<file path="src/rtl/fetch_prefetch_buffer_if.sv">
// Bundle between the fetch buffer, the instruction RAM port, the redirect source and decode.
// master is the fetch buffer side; slave is the surrounding pipeline and memory.
interface fetch_prefetch_buffer_if #(
  parameter int unsigned XLEN  = 32,
  parameter int unsigned DEPTH = 4
);
  localparam int unsigned LvlW = $clog2(2 * DEPTH) + 1;

  logic            redirect;
  logic [XLEN-1:0] redirect_addr;
  logic            imem_hold;
  logic            imem_en;
  logic [XLEN-1:0] imem_addr;
  logic [31:0]     imem_dout;
  logic            id_ready;
  logic            ins_valid;
  logic [XLEN-1:0] ins;
  logic [XLEN-1:0] ins_pc;
  logic            comp_sig;
  logic [LvlW-1:0] buf_level;

  modport master (
    input  redirect, redirect_addr, imem_hold, imem_dout, id_ready,
    output imem_en, imem_addr, ins_valid, ins, ins_pc, comp_sig, buf_level
  );

  modport slave (
    output redirect, redirect_addr, imem_hold, imem_dout, id_ready,
    input  imem_en, imem_addr, ins_valid, ins, ins_pc, comp_sig, buf_level
  );
endinterface

</file>
<file path="src/rtl/fetch_prefetch_buffer.sv">
// Instruction fetch front end: word reads into a halfword FIFO, decoded into 16/32-bit
// instructions for the IF/ID register, with flush-and-restart on redirect.
module fetch_prefetch_buffer #(
  parameter int unsigned     XLEN     = 32,
  parameter int unsigned     DEPTH    = 4,
  parameter logic [XLEN-1:0] RESET_PC = '0
) (
  input logic                     clk,
  input logic                     Rst,
  fetch_prefetch_buffer_if.master bus
);
  localparam int unsigned Slots = 2 * DEPTH;
  localparam int unsigned PtrW  = $clog2(Slots);
  localparam int unsigned LvlW  = PtrW + 1;
  localparam int unsigned DemW  = LvlW + 1;

  logic [15:0]     mem_q [Slots];
  logic [PtrW-1:0] rptr_q, rptr_d, wptr_q, wptr_d;
  logic [LvlW-1:0] level_q, level_d;
  logic [XLEN-1:0] fetch_addr_q, fetch_addr_d;
  logic [XLEN-1:0] ins_pc_q, ins_pc_d;
  logic            skip_q, skip_d;
  logic            inflight_q, inflight_d;

  logic [15:0]     h0, h1;
  logic            is32, head_ok, consume, push_en;
  logic [LvlW-1:0] n_push, n_pop;
  logic [DemW-1:0] demand;
  logic            unused_addr_bit;

  assign unused_addr_bit = bus.redirect_addr[0];

  assign h0      = mem_q[rptr_q];
  assign h1      = mem_q[rptr_q + PtrW'(1)];
  assign is32    = (h0[1:0] == 2'b11);
  assign head_ok = is32 ? (level_q >= LvlW'(2)) : (level_q != '0);

  // Count the in-flight word as already occupying two slots so a response never overflows.
  assign demand       = {1'b0, level_q} + (inflight_q ? DemW'(2) : DemW'(0));
  assign bus.imem_en  = !Rst && !bus.redirect && !bus.imem_hold && (demand <= DemW'(Slots - 2));
  assign bus.imem_addr = fetch_addr_q;

  assign consume = head_ok && bus.id_ready && !bus.redirect;
  assign push_en = inflight_q && !bus.redirect;
  assign n_push  = push_en ? (skip_q ? LvlW'(1) : LvlW'(2)) : '0;
  assign n_pop   = consume ? (is32 ? LvlW'(2) : LvlW'(1)) : '0;

  always_comb begin
    rptr_d       = rptr_q + PtrW'(n_pop);
    wptr_d       = wptr_q + PtrW'(n_push);
    level_d      = level_q + n_push - n_pop;
    fetch_addr_d = bus.imem_en ? fetch_addr_q + XLEN'(4) : fetch_addr_q;
    ins_pc_d     = consume ? ins_pc_q + (is32 ? XLEN'(4) : XLEN'(2)) : ins_pc_q;
    skip_d       = push_en ? 1'b0 : skip_q;
    inflight_d   = bus.imem_en;
    if (bus.redirect) begin
      rptr_d       = '0;
      wptr_d       = '0;
      level_d      = '0;
      fetch_addr_d = {bus.redirect_addr[XLEN-1:2], 2'b00};
      ins_pc_d     = {bus.redirect_addr[XLEN-1:1], 1'b0};
      skip_d       = bus.redirect_addr[1];
    end
  end

  always_ff @(posedge clk) begin
    if (Rst) begin
      rptr_q       <= '0;
      wptr_q       <= '0;
      level_q      <= '0;
      fetch_addr_q <= RESET_PC;
      ins_pc_q     <= RESET_PC;
      skip_q       <= 1'b0;
      inflight_q   <= 1'b0;
    end else begin
      rptr_q       <= rptr_d;
      wptr_q       <= wptr_d;
      level_q      <= level_d;
      fetch_addr_q <= fetch_addr_d;
      ins_pc_q     <= ins_pc_d;
      skip_q       <= skip_d;
      inflight_q   <= inflight_d;
    end
  end

  // Storage needs no reset; level_q gates every read.
  always_ff @(posedge clk) begin
    if (!Rst && push_en) begin
      if (skip_q) begin
        mem_q[wptr_q] <= bus.imem_dout[31:16];
      end else begin
        mem_q[wptr_q]              <= bus.imem_dout[15:0];
        mem_q[wptr_q + PtrW'(1)]   <= bus.imem_dout[31:16];
      end
    end
  end

  assign bus.ins_valid = head_ok;
  assign bus.ins       = !head_ok ? '0 : (is32 ? XLEN'({h1, h0}) : XLEN'(h0));
  assign bus.comp_sig  = head_ok && !is32;
  assign bus.ins_pc    = ins_pc_q;
  assign bus.buf_level = level_q;
endmodule

</file>
<file path="src/flat_wrapper.sv">
// flat-port wrapper written by rule: the top's interface ports become plain ports
module fetch_prefetch_buffer_flat 
#(
  parameter int unsigned     XLEN     = 32,
  parameter int unsigned     DEPTH    = 4,
  parameter logic [XLEN-1:0] RESET_PC = '0
)
  (clk, Rst, bus_redirect, bus_redirect_addr, bus_imem_hold, bus_imem_dout, bus_id_ready, bus_imem_en, bus_imem_addr, bus_ins_valid, bus_ins, bus_ins_pc, bus_comp_sig, bus_buf_level);
  fetch_prefetch_buffer_if #(.XLEN(XLEN), .DEPTH(DEPTH)) bus_i ();
  input logic clk;
  input logic Rst;
  input wire logic [$bits(bus_i.redirect)-1:0] bus_redirect;
  input wire logic [$bits(bus_i.redirect_addr)-1:0] bus_redirect_addr;
  input wire logic [$bits(bus_i.imem_hold)-1:0] bus_imem_hold;
  input wire logic [$bits(bus_i.imem_dout)-1:0] bus_imem_dout;
  input wire logic [$bits(bus_i.id_ready)-1:0] bus_id_ready;
  output wire logic [$bits(bus_i.imem_en)-1:0] bus_imem_en;
  output wire logic [$bits(bus_i.imem_addr)-1:0] bus_imem_addr;
  output wire logic [$bits(bus_i.ins_valid)-1:0] bus_ins_valid;
  output wire logic [$bits(bus_i.ins)-1:0] bus_ins;
  output wire logic [$bits(bus_i.ins_pc)-1:0] bus_ins_pc;
  output wire logic [$bits(bus_i.comp_sig)-1:0] bus_comp_sig;
  output wire logic [$bits(bus_i.buf_level)-1:0] bus_buf_level;
  assign bus_i.redirect = bus_redirect;
  assign bus_i.redirect_addr = bus_redirect_addr;
  assign bus_i.imem_hold = bus_imem_hold;
  assign bus_i.imem_dout = bus_imem_dout;
  assign bus_i.id_ready = bus_id_ready;
  assign bus_imem_en = bus_i.imem_en;
  assign bus_imem_addr = bus_i.imem_addr;
  assign bus_ins_valid = bus_i.ins_valid;
  assign bus_ins = bus_i.ins;
  assign bus_ins_pc = bus_i.ins_pc;
  assign bus_comp_sig = bus_i.comp_sig;
  assign bus_buf_level = bus_i.buf_level;
  fetch_prefetch_buffer #(.XLEN(XLEN), .DEPTH(DEPTH), .RESET_PC(RESET_PC)) u_core (.clk(clk), .Rst(Rst), .bus(bus_i));
endmodule
</file>
<file path="config.mk">
export PLATFORM = sky130hd
export DESIGN_NAME = fetch_prefetch_buffer_flat
export DESIGN_NICKNAME = d
export VERILOG_FILES = /design/src/rtl/fetch_prefetch_buffer_if.sv /design/src/rtl/fetch_prefetch_buffer.sv /design/src/flat_wrapper.sv
export SDC_FILE = /design/constraint.sdc
export NUM_CORES = 1
export LEC_CHECK = 0
export CELL_PAD_IN_SITES_DETAIL_PLACEMENT = 1
export CELL_PAD_IN_SITES_GLOBAL_PLACEMENT = 2
export CORE_MARGIN = 2
export CORE_UTILIZATION = 30
export CTS_BUF_LIST = sky130_fd_sc_hd__clkbuf_8 sky130_fd_sc_hd__clkbuf_16
export DETAILED_ROUTE_END_ITERATION = 8
export MAX_ROUTING_LAYER = met4
export PLACE_DENSITY_LB_ADDON = 0.1
export SLEW_MARGIN = 20
export SYNTH_ARGS = -nofsm -noshare
export SYNTH_HDL_FRONTEND = slang
export SYNTH_SLANG_ARGS = --single-unit
</file>
<file path="constraint.sdc">
create_clock -name clk -period 6.8 [get_ports clk]
set_input_delay 1.36 -clock clk [delete_from_list [all_inputs] [get_ports clk]]
set_output_delay 1.36 -clock clk [all_outputs]
set_load 0.01 [all_outputs]
</file>
==> impl_metrics.py, run 1 <==
metrics = {
    "power_and_ir_drop": {
        "power_density_mw_per_mm2": 212,
        "total_power_mw": 3.14,
        "ir_worst_vdd_mv": 0.158,
        "power_leakage_nw": 4.89,
    },
    "critical_path": {
        "worstSetupPathType": "flip-flop to primary output",
        "cp_slowest_cell": "dfxtp_2",
        "worstPathCellList": "mux4_2 -> mux2i_1 -> nor2_1 -> inv_1 -> a21oi_2 -> buf_4 -> nor2_1 -> clkdlybuf4s50_1",
        "max_stage_delay_ps": 850,
        "cp-start-kind": "flip-flop",
        "critical-path-top-delay-family": "buffers and inverters",
        "cp-end-kind": "primary output",
        "cpMostUsedCell": "nor2_1",
        "reg2reg_depth": 12,
        "critPathMaxFanout": 23,
        "cp.depth": 8,
        "r2r_end": "u_core.bus.ins_pc[31]$_SDFFE_PP0P_",
        "rrSetupSlack_ps": 2100,
        "worstPathArrival_ps": 4150,
        "cp_data_required_time_ps": 5440,
        "rr_startpoint": "u_core.rptr_q[0]$_SDFF_PP0_",
        "path_buf_inv": 3,
        "startpoint": "u_core.rptr_q[1]$_SDFF_PP0_",
        "cp-endpoint": "bus_ins[8]",
    },
    "hold_path": {
        "hp-start": "u_core.bus.imem_addr[31]$_SDFFE_PP0P_",
        "worstHoldPathType": "flip-flop to flip-flop",
    },
    "layout": {
        "regArea_mm2": 0.00531,
        "multiInputGateArea_mm2": 0.00602,
        "nets": 1398,
        "final_layout_size_suffix_gt1_share_pct": 12.0,
        "mostFrequentLayoutCells": "nor2_1, a21oi_1, clkdlybuf4s50_1, edfxtp_1, nand2_1",
        "design_area_mm2": 0.0148,
        "area_delta_synth_final_pct": 25.9,
        "fill_cells": 4329,
        "layout_commonest_cell": "nor2_1",
        "final_cells": 1844,
    },
    "run": {
        "max_cap_viol_count": 0,
    },
    "timing": {
        "period_share_pct": 81.0,
        "rsz0062_at_grt": "no",
        "whs_ps": 506,
        "clock.fmax_mhz": 182,
        "skew_ps": 24.5,
        "period_minus_slack_ps": 5510,
        "hold_viol": 0,
        "finalMaxSlewViolations": 0,
        "finalSetupViolations": 0,
        "tightest_slew_ps": 1050,
        "slew_headroom_pct": 30.1,
        "tns_ps": 0,
    },
    "synth": {
        "synth_cell_types": 61,
        "ys_seq_area_share_pct": 45.0,
        "syn_area_per_cell_um2": 9.99,
        "ys.flop_type": "edfxtp_1",
        "yosys_warnings": 0,
        "synthArstFlopShare_pct": 0,
        "syn_inst": 1179,
        "synth_edf_count": 128,
        "netlist_area_mm2": 0.0118,
        "ys_ff_latch": 201,
    },
    "clocking": {
        "clockBufferDepth": 3,
        "hold_buffers": 0,
        "tritoncts": "done",
        "cts_buffers": 26,
        "clk_latency_ps": 560,
        "cts_max_level": 1,
        "cts-root-buf": "clkbuf_16",
        "cts_setup_buffers": 0,
        "cts_num_sinks": 201,
        "ctsResizeCount": 0,
        "path_clk_slew_ps": 60,
    },
    "routing": {
        "vias_per_cell": 5.32,
        "first_pass_iters": 5,
        "met1_length_um": 18800,
        "wl_met3_um": 1720,
        "vias": 9817,
        "wl_per_cell_um": 23.6,
        "antenna_left": 0,
        "routed.top_layer": "met4",
        "drt_iter0_markers": 529,
        "drt_wl_total_um": 43600,
        "drc_errors": 0,
        "wl_met2_um": 22200,
    },
    "die": {
        "dieWidth_um": 202,
        "start_util_pct": 30.4,
        "io_pins": 172,
        "die_area_mm2": 0.0409,
        "die_h_um": 202,
        "rows": 72,
        "core-area_mm2": 0.0387,
    },
    "placed_design": {
        "placed_cell_area_mm2": 0.0140,
        "portBuffers": 167,
        "gp_congestion": 0.793,
        "hpwlAfterDp_um": 29300,
        "place_inst": 1799,
    },
    "grt": {
        "grt_pass1_vias": 10200,
        "grt_pass1_wl_um": 65000,
        "grt_use_total_pct": 21.7,
        "overflow": 0,
        "grt_max_degree": 62,
        "antenna_found_initial": 1,
    },
    "run_status": {
        "outcome": "finished clean",
    },
}
worst min-delay path, cell delays in order, from the launching register on:
cell     delay, ps
dfxtp_1        320
nand3_1         70
a31oi_1         70
where the power goes:
part | switching (mW) | internal (mW)
Combinational | 0.215 | 0.185
Clock | 0.559 | 0.814
Sequential | 0.0402 | 1.33
Total | 0.814 | 2.33
Yosys cell counts, types with 13 or more instances:
| cell type | instances | area (µm²) |
|---|---|---|
| nand2_1 | 91 | 342 |
| and3_1 | 13 | 81.3 |
| xnor2_1 | 28 | 245 |
| a211oi_1 | 15 | 113 |
| nor2_1 | 191 | 717 |
| ha_1 | 15 | 188 |
| mux2i_1 | 32 | 320 |
| a31oi_1 | 14 | 87.6 |
| dfxtp_1 | 73 | 1460 |
| edfxtp_1 | 128 | 3840 |
| clkbuf_1 | 63 | 236 |
| a21oi_1 | 188 | 941 |
| inv_1 | 35 | 131 |
| nand3_1 | 26 | 130 |
| nand4_1 | 13 | 81.3 |
| buf_1 | 25 | 93.8 |
| o21ai_0 | 26 | 130 |
| mux4_2 | 64 | 1440 |
cell type report:
class	count	area share, %
timing repair buffer	197	12.7
inverter	35	0.886
tap	518	4.37
multi-input combinational	848	40.6
sequential	201	35.8
antenna	1	0.0169
clock inverter	17	1.15
clock buffer	27	4.48
per-layer routing:
layer  vias to the layer above  GRT usage, %
li1                       4622             -
met1                      4929          26.8
met2                       221          38.1
met3                        45          2.58
met4                         0          4.69
met5                         -             -
cells by family (layout without fill, tap and decap cells):
kind of cell / count (synthesis) / after routing / share of synthesized area (%)
AND/OR/NAND/NOR: 393 / 393 / 14.7
XOR/XNOR: 34 / 34 / 2.53
buffers and inverters: 132 / 276 / 4.52
AO/OA/AOI/OAI: 298 / 298 / 15.4
other: 1 / 4 / 0.0318
multiplexers: 100 / 100 / 15.4
adder cells (fa/ha/maj): 20 / 20 / 2.44
flip-flops: 201 / 201 / 45.0
flip-flops by register name (all words and copies together) (netlist names):
register	count
u_core.rptr_q	3
u_core.wptr_q	3
u_core.bus.imem_addr	30
u_core.mem_q	128
u_core.bus.ins_pc	31
u_core.skip_q	1
u_core.inflight_q	1
u_core.bus.buf_level	4
per-stage QoR:
step                      setup slack (ps)  utilization [%]
final                                 1290             38.3
after global routing                   997             38.3
after CTS                             1160             38.3
after detailed placement              1760             36.1
after global placement                1780             36.1
after floorplan                       2970                -
worst min path at each step:
stage,endpoint,slack (ps),depth (start not counted)
3_5_place_dp,u_core.bus.imem_addr[31]$_SDFFE_PP0P_,500,2
4_1_cts,u_core.bus.imem_addr[31]$_SDFFE_PP0P_,510,2
6_report,u_core.bus.imem_addr[31]$_SDFFE_PP0P_,510,2
2_1_floorplan,u_core.bus.imem_addr[31]$_SDFFE_PP0P_,520,2
5_1_grt,u_core.bus.imem_addr[31]$_SDFFE_PP0P_,540,2
3_3_place_gp,u_core.bus.imem_addr[31]$_SDFFE_PP0P_,500,2
No activity file was read; power rests on OpenSTA's default activity.
==> inputs of run 2 (changes only) <==
Clock period 6.8 ns to 5.05 ns, I/O delays scaled along.
==> run 2 against run 1 <==
Setup slack worse by 770 ps. Flip-flop and latch count is the same. Register-to-register slack got worse by 1400 ps. First-iteration DRC count shrank 0.19%. Clock-buffer cell count unchanged. Clock skew shrank 12 ps. Sequential power rose by 34%. Via count grew 0.61%. Wire length is 1.3% lower. Sequential share of layout area is essentially flat. Worst hold slack better by 12 ps. Largest cell class unchanged. Largest power group unchanged.
==> impl_metrics.py, run 2 (synthesis gave the netlist of run 1 again) <==
metrics = {
    "layout": {
        "final_core_util_pct": 38.3,
        "area_delta_synth_final_pct": 26.0,
        "layout_commonest_cell": "nor2_1",
        "final_layout_size_suffix_gt1_share_pct": 12.5,
        "largest_reg_flops": 128,
        "nets": 1408,
        "mostFrequentLayoutCells": "nor2_1, a21oi_1, clkdlybuf4s50_1, edfxtp_1, nand2_1",
        "top_register": "u_core.mem_q",
    },
    "clocking": {
        "tritoncts": "done",
        "cts_num_sinks": 201,
        "cts_setup_buffers": 0,
        "cts_buffers": 26,
        "ctsResizeCount": 0,
        "hold_buffers": 0,
        "path_clk_slew_ps": 60,
        "cts-root-buf": "clkbuf_16",
        "clockBufferDepth": 3,
        "cts_max_level": 1,
        "clk_latency_ps": 540,
    },
    "routing": {
        "first_pass_iters": 5,
        "wl_per_cell_um": 23.2,
        "antenna_left": 0,
        "vias_per_cell": 5.32,
        "drt_iter0_markers": 528,
        "drt_wl_total_um": 43000,
        "drc_errors": 0,
        "vias": 9877,
    },
    "power_and_ir_drop": {
        "ir_worst_vdd_mv": 0.241,
        "total_power_mw": 4.12,
        "power_leakage_nw": 4.93,
        "power_density_mw_per_mm2": 277,
    },
    "critical_path": {
        "worstPathCellList": "buf_4 -> ha_1 -> buf_4 -> buf_4 -> mux4_2 -> nand2_1 -> a21oi_1 -> clkdlybuf4s50_1",
        "cp-end-kind": "primary output",
        "path_buf_inv": 4,
        "max_stage_delay_ps": 500,
        "rrSetupSlack_ps": 710,
        "critPathMaxFanout": 30,
        "cpMostUsedCell": "buf_4",
        "cp_slowest_cell": "mux4_2",
        "worstPathArrival_ps": 3520,
        "r2r_end": "u_core.bus.ins_pc[27]$_SDFFE_PP0P_",
        "cp_data_required_time_ps": 4040,
        "rr_startpoint": "u_core.rptr_q[0]$_SDFF_PP0_",
        "cp-start-kind": "flip-flop",
        "worstSetupPathType": "flip-flop to primary output",
        "reg2reg_depth": 12,
        "critical-path-top-delay-family": "buffers and inverters",
    },
    "grt": {
        "antenna_found_initial": 1,
        "grt_max_degree": 58,
        "overflow": 0,
        "grt_pass1_wl_um": 64100,
        "grt_pass1_vias": 10200,
        "busiest_layer": "met2",
        "met1_usage_pct": 26.0,
        "grt_use_met3_pct": 2.50,
        "grt_use_total_pct": 21.4,
        "use_met2_pct": 38.2,
    },
    "hold_path": {
        "hp-start": "u_core.bus.imem_addr[31]$_SDFFE_PP0P_",
        "hold_depth": 2,
        "min_to": "u_core.bus.imem_addr[31]$_SDFFE_PP0P_",
        "worstHoldPathType": "flip-flop to flip-flop",
    },
    "timing": {
        "finalSetupViolations": 0,
        "clock.fmax_mhz": 221,
        "hold_viol": 0,
        "finalMaxSlewViolations": 0,
        "whs_ps": 519,
        "tns_ps": 0,
        "period_share_pct": 89.6,
        "tightest_slew_ps": 774,
        "rsz0062_at_grt": "no",
        "slew_headroom_pct": 46.9,
        "skew_ps": 12.0,
        "period_minus_slack_ps": 4530,
    },
    "die": {
        "die_area_mm2": 0.0409,
        "dieWidth_um": 202,
        "die_h_um": 202,
        "start_util_pct": 30.4,
        "io_pins": 172,
        "rows": 72,
        "core-area_mm2": 0.0387,
    },
    "run": {
        "max_cap_viol_count": 0,
    },
    "placed_design": {
        "portBuffers": 167,
        "hpwlAfterDp_um": 29600,
        "gp_congestion": 0.779,
    },
    "run_status": {
        "outcome": "finished clean",
    },
}
[run 2: cell types whose count changed in the layout (fill, tap and decap cells not counted), sizes merged]
cell / previous run / this run
inv: 41 / 45
buf: 32 / 42
bufinv: 3 / 1
[run 2: tightest hold or removal path, cell delays in order (launching register included)]
cell,delay [ps]
dfxtp_1,320
nand3_1,70
a31oi_1,70
[run 2: report_power, final]
part	switching (mW)	total [mW]	internal, mW
logic	0.290	0.541	0.251
registers	0.0514	1.84	1.79
clock network	0.746	1.74	0.991
[run 2: final cells by class]
| type | instances | area [µm²] |
|---|---|---|
| timing repair buffer | 207 | 1960 |
| clock inverter | 19 | 114 |
| multi-input combinational | 848 | 6010 |
| antenna | 1 | 2.50 |
| inverter | 35 | 131 |
| clock buffer | 27 | 664 |
| fill | 4316 | 23900 |
| tap | 518 | 648 |
| sequential | 201 | 5310 |
[run 2: stage by stage]
stage | std cells | instance area, µm² | setup WS, ps
after floorplan | 1181 | 11800 | 1220
after global placement | 1809 | 14100 | 818
after detailed placement | 1809 | 14100 | 742
after CTS | 1855 | 14800 | 435
after global routing | 1856 | 14800 | 173
final | 1856 | 14800 | 524
[run 2: worst max path at each step]
stage,startpoint,endpoint,slack (ps),cells after the start
2_1_floorplan,u_core.rptr_q[0]$_SDFF_PP0_,u_core.bus.ins_pc[27]$_SDFFE_PP0P_,1220,14
3_5_place_dp,u_core.rptr_q[0]$_SDFF_PP0_,u_core.bus.ins_pc[27]$_SDFFE_PP0P_,740,12
6_report,u_core.rptr_q[0]$_SDFF_PP0_,bus_ins[17],520,8
3_3_place_gp,u_core.rptr_q[0]$_SDFF_PP0_,u_core.bus.ins_pc[27]$_SDFFE_PP0P_,820,12
4_1_cts,u_core.rptr_q[0]$_SDFF_PP0_,bus_ins[17],440,8
5_1_grt,u_core.rptr_q[0]$_SDFF_PP0_,bus_ins[30],170,8
[run 2: routing by layer]
layer  wire (µm)  share of wire, %
met5           0                 0
met3        1660               3.9
met4         898               2.1
met2       22100                51
met1       18400                43
==> inputs of run 3 (changes only) <==
Settings changed: CAP_MARGIN set to 20.
==> results of run 3 <==
Same layout as run 2: the final DEF is identical, and so are final timing and power.
